## config.mk

```make
export PLATFORM = sky130hd
export DESIGN_NAME = pipe_stage_skid_reg
export DESIGN_NICKNAME = d
export VERILOG_FILES = /design/src/rtl/pipe_stage_skid_reg.sv
export SDC_FILE = /design/constraint.sdc
export NUM_CORES = 1
export LEC_CHECK = 0
export ABC_AREA = 1
export ABC_CLOCK_PERIOD_IN_PS = 2150
export BUFFER_PORTS_ARGS = -buffer_cell sky130_fd_sc_hd__buf_4
export CELL_PAD_IN_SITES_DETAIL_PLACEMENT = 0
export CELL_PAD_IN_SITES_GLOBAL_PLACEMENT = 1
export CORE_MARGIN = 4
export CORE_UTILIZATION = 40
export CTS_CLUSTER_DIAMETER = 100
export DETAILED_ROUTE_END_ITERATION = 8
export PLACE_DENSITY_LB_ADDON = 0.3
export SYNTH_ARGS = -nofsm -noshare
export SYNTH_HDL_FRONTEND = slang
export SYNTH_SLANG_ARGS = --single-unit
```

## constraint.sdc

```tcl
create_clock -name CLK -period 2.15 [get_ports CLK]
set_input_delay 0.3225 -clock CLK [delete_from_list [all_inputs] [get_ports CLK]]
set_output_delay 0.3225 -clock CLK [all_outputs]
set_load 0.02 [all_outputs]
```

## src/rtl/pipe_stage_skid_reg.sv

```systemverilog
// Pipeline stage register with valid/ready handshake and optional skid entry.
// It also provides a synchronous flush, a bubble fill pattern and a saturating stall counter.
module pipe_stage_skid_reg #(
  parameter int unsigned        DATA_W     = 32,
  parameter int unsigned        LANES      = 6,
  parameter bit                 SKID       = 1'b1,
  parameter logic [DATA_W-1:0]  BUBBLE_VAL = 32'h0000_0000,
  parameter int unsigned        CNT_W      = 16
) (
  input  logic                     CLK,
  input  logic                     RESET_N,
  input  logic                     FLUSH,
  input  logic                     in_valid,
  output logic                     in_ready,
  input  logic [LANES*DATA_W-1:0]  in_data,
  output logic                     out_valid,
  input  logic                     out_ready,
  output logic [LANES*DATA_W-1:0]  out_data,
  output logic [1:0]               occupancy,
  output logic [CNT_W-1:0]         stall_cnt
);

  localparam int unsigned W = LANES * DATA_W;
  localparam logic [W-1:0] Bubble = {LANES{BUBBLE_VAL}};

  typedef enum logic [1:0] {StEmpty = 2'd0, StOne = 2'd1, StFull = 2'd2} state_e;

  state_e           state_q, state_d;
  logic [W-1:0]     m_q, m_d, s_q;
  logic [CNT_W-1:0] stall_q, stall_d;
  logic             accept, fire;

  assign accept    = in_valid & in_ready;
  assign fire      = out_valid & out_ready;
  assign out_valid = (state_q != StEmpty);
  assign out_data  = m_q;
  assign occupancy = state_q;
  assign stall_cnt = stall_q;

  always_comb begin
    state_d = state_q;
    m_d     = m_q;
    if (FLUSH) begin
      state_d = StEmpty;
      m_d     = Bubble;
    end else begin
      unique case (state_q)
        StEmpty: begin
          if (accept) begin
            state_d = StOne;
            m_d     = in_data;
          end
        end
        StOne: begin
          if (accept && !fire) begin
            state_d = StFull;
          end else if (accept && fire) begin
            m_d = in_data;
          end else if (fire) begin
            state_d = StEmpty;
            m_d     = Bubble;
          end
        end
        StFull: begin
          if (fire) begin
            state_d = StOne;
            m_d     = s_q;
          end
        end
        default: begin
          state_d = StEmpty;
          m_d     = Bubble;
        end
      endcase
    end
  end

  // Counter is deliberately untouched by FLUSH.
  always_comb begin
    stall_d = stall_q;
    if (out_valid && !out_ready && !(&stall_q)) begin
      stall_d = stall_q + CNT_W'(1);
    end
  end

  always_ff @(posedge CLK or negedge RESET_N) begin
    if (!RESET_N) begin
      state_q <= StEmpty;
      m_q     <= Bubble;
      stall_q <= '0;
    end else begin
      state_q <= state_d;
      m_q     <= m_d;
      stall_q <= stall_d;
    end
  end

  if (SKID) begin : g_skid
    logic [W-1:0] s_d;
    logic         in_ready_q, in_ready_d;

    always_comb begin
      s_d = s_q;
      if (FLUSH) begin
        s_d = Bubble;
      end else if (state_q == StOne && accept && !fire) begin
        s_d = in_data;
      end else if (state_q == StFull && fire) begin
        s_d = Bubble;
      end
    end

    // Registered ready breaks the combinational path from out_ready.
    assign in_ready_d = (state_d != StFull);

    always_ff @(posedge CLK or negedge RESET_N) begin
      if (!RESET_N) begin
        s_q        <= Bubble;
        in_ready_q <= 1'b1;
      end else begin
        s_q        <= s_d;
        in_ready_q <= in_ready_d;
      end
    end

    assign in_ready = in_ready_q;
  end else begin : g_noskid
    assign s_q      = Bubble;
    assign in_ready = !out_valid | out_ready;
  end

endmodule
```

==> reports/qor.yml <==
cts_tree: "built"
synth_flop_cell: "dfrtp_1"
slew_viol_final: 0
crit_slowest_cell: "nor2_2"
cts_resized: 0
synth_edf_count: 0
report.final.setup_viol: 0
fillers: 4203
swShare: 0.2769
synth_common_cells: "nand2_1, inv_1, dfrtp_1"
worst_slack_ns: 0.1942
critPathTopFamily: "simple AND/OR/NAND/NOR gates"
synthCells: 2225
path_cells: "ha_1 > nand3_1 > inv_1 > nand2_1 > nor2_1 > nor2_2 > o21ai_0"
relSlewSlack: 0.2966
drive_gt1_frac: 0.2070
ir_drop_mv: 0.5332
syn_nets: 2423
tightest_slew_ns: 1.055
clock_latency_ns: 0.57
async_reset_ff_frac: 1.000
tns_ns: 0
fmax_ghz: 0.5113
cp_num_buf_inv: 1
cp-start-kind: "flip-flop"
share_comb_of_total_power: 0.158
antenna_found_initial: 0
critPathMaxFanout: 19
detail-route-antenna-nets: 0
grt_pass1_wl_um: 84590
skew_ns: 0.01463
seq_power_share: 0.425
ios: 409
critPathMaxStageDelay_ns: 0.55
cp.required_ns: 2.56
numPortBuffers: 408
post-route-period-util: 0.9097
chipWidth_um: 219.4
power_density_mw_per_mm2: 849.7
htree_num_levels: 2
drt_iter0_markers: 1110
yosys.area.top_type: "dfrtp_1"
synth_cell_type_count: 23
cp.arrival_ns: 2.36
core.rowCount: 77
area_growth_pct: 30.70
dieArea_sq_mm: 0.04814
max_cap_viol_count: 0
synth_most_common_cell: "nand2_1"
grt_pass1_vias: 15540
avgSynthCellArea_sq_um: 8.034
crit_type: "reg -> reg"
intPower_mw: 14.36
period_needed_ns: 1.956
p_sw_mw: 5.496
grt_use_total: 0.2178
gp_congestion: 0.8008
grt_max_degree: 193
die_y_um: 219.4
drc: 0
firstDrtPassIters: 8
wire_per_inst_um: 16.66
min_path_type: "in -> reg"
dp_worst_setup_slack_ns: 0.2205
yosysSeqAreaShare: 0.5642
initial_utilization: 0.4042
cts.reportedPaths.clkPinSlew_ns: 0.06
rsz0062_at_grt: "false"
synthDominantCellAreaShare: 0.5627
post-dp-hpwl_um: 34970
syn_area_sq_mm: 0.01788
clock_path_buffers: 3
synth_seq_cells: 403
gr-total-overflow: 0
synthTopCellsByArea: "dfrtp_1, nand2_1, inv_1, o22ai_1, o21ai_0"
p_leak_nw: 12.34
endpoint_kind: "flip-flop"
routed_wirelength_um: 53800
cts_made_buffers: 46
final-hold-violation-count: 0
vias_per_cell: 4.847
nNetsFinal: 2800
ctsRootBufferMaster: "clkbuf_16"
num_vias: 15660
diodes: 0
pwr-share-clk: 0.416
coreArea_sq_mm: 0.04422
yosysWarnings: 0
status: "complete, no violations"
cts.sinks: 403
[stage by stage]
step	total power [mW]	instances	hold WS, ns	instance area (sq um)	utilization
2_1_floorplan	10.04	2225	0.02691	17880	-
3_3_place_gp	11.72	3144	0.2877	21740	0.4916
3_5_place_dp	11.75	3144	0.2879	21740	0.4916
4_1_cts	20.11	3230	0.001145	23360	0.5283
5_1_grt	20.75	3230	0.01266	23360	0.5283
6_report	19.85	3230	0.03836	23360	0.5283
[layout by cell type (no fill, tap or decap), types with 3 or more instances in the layout]
cell	synthesis	final
a21oi_1	3	3
buf_12	0	21
buf_4	4	433
bufinv_16	0	6
clkbuf_1	38	6
clkbuf_16	0	47
clkbuf_8	0	11
clkinv_2	0	13
dfrtp_1	402	402
inv_1	405	404
nand2_1	841	839
nand3_1	10	9
nand4_1	4	4
nor2_1	19	18
o21ai_0	206	206
o22ai_1	192	192
xnor2_1	3	3
[worst reg2reg max path, stage by stage (launching register included)]
cell,delay [ns]
dfrtp_1,0.45
ha_1,0.25
nand3_1,0.12
inv_1,0.07
nand2_1,0.11
nor2_1,0.07
nor2_2,0.55
o21ai_0,0.18
[routing by layer]
| metal | up-vias | routed length (um) | track usage |
|---|---|---|---|
| met2 | 451 | 24570 | 0.3338 |
| li1 | 7608 | - | - |
| met4 | 0 | 1380 | 0.06236 |
| met1 | 7508 | 24300 | 0.3116 |
| met5 | - | 0 | 0 |
| met3 | 88 | 3554 | 0.04929 |
[power by group through the flow]
stage                     registers, mW  clock network (mW)  logic (mW)
after floorplan                    8.92                   0        1.13
after global placement             8.56                   0        3.16
after detailed placement           8.56                   0        3.18
after CTS                          8.44                8.48        3.19
after global routing               8.49                8.80        3.45
final                              8.44                8.26        3.14
[path summary, 6_finish.rpt]
kind / startpoint / end / slack (ns) / depth (start not counted)
worst min-delay path: in_data[83] / s_q[83] / 0.04 / 3
worst max register to register: stall_cnt[0] / stall_cnt[6] / 0.19 / 7
worst min register to register: out_data[28] / out_data[28] / 0.48 / 2
min in group asynchronous: RESET_N / out_data[153] / 0.26 / 2
max in group asynchronous: RESET_N / out_data[7] / 1.07 / 3
worst max-delay path: stall_cnt[0] / stall_cnt[6] / 0.19 / 7
[cell type report]
class                   instances  area [sq um]  area share
clock inverters                20         254.0     0.01087
well taps                     592         740.7     0.03170
inverters                     406          1529     0.06544
repair buffers                457          3706      0.1586
clock buffers                  64          1350     0.05778
flip-flops and latches        403         10090      0.4317
multi-input cells            1288          5698      0.2439
[cells by family after synthesis]
logic type | Yosys count | synth area share
and+or+nand+nor | 880 | 0.1874
DFF | 403 | 0.5642
adders and majority gates | 1 | 0.0006998
buffers and inverters | 534 | 0.1190
AOI/OAI and AO/OA | 402 | 0.1262
xor gates and xnor gates | 5 | 0.002450
[registers in the layout (all words and copies together) (netlist names)]
signal     count
in_ready       1
occupancy      2
out_data     192
s_q          192
stall_cnt     16
[repair_timing]
| item | 4_1_cts | 5_1_grt |
|---|---|---|
| buffers inserted | 0 | 0 |
| endpoints found under the hold margin | 38 | 0 |
| hold buffers | 2 | 0 |
Power figures use the tool's default switching activity.
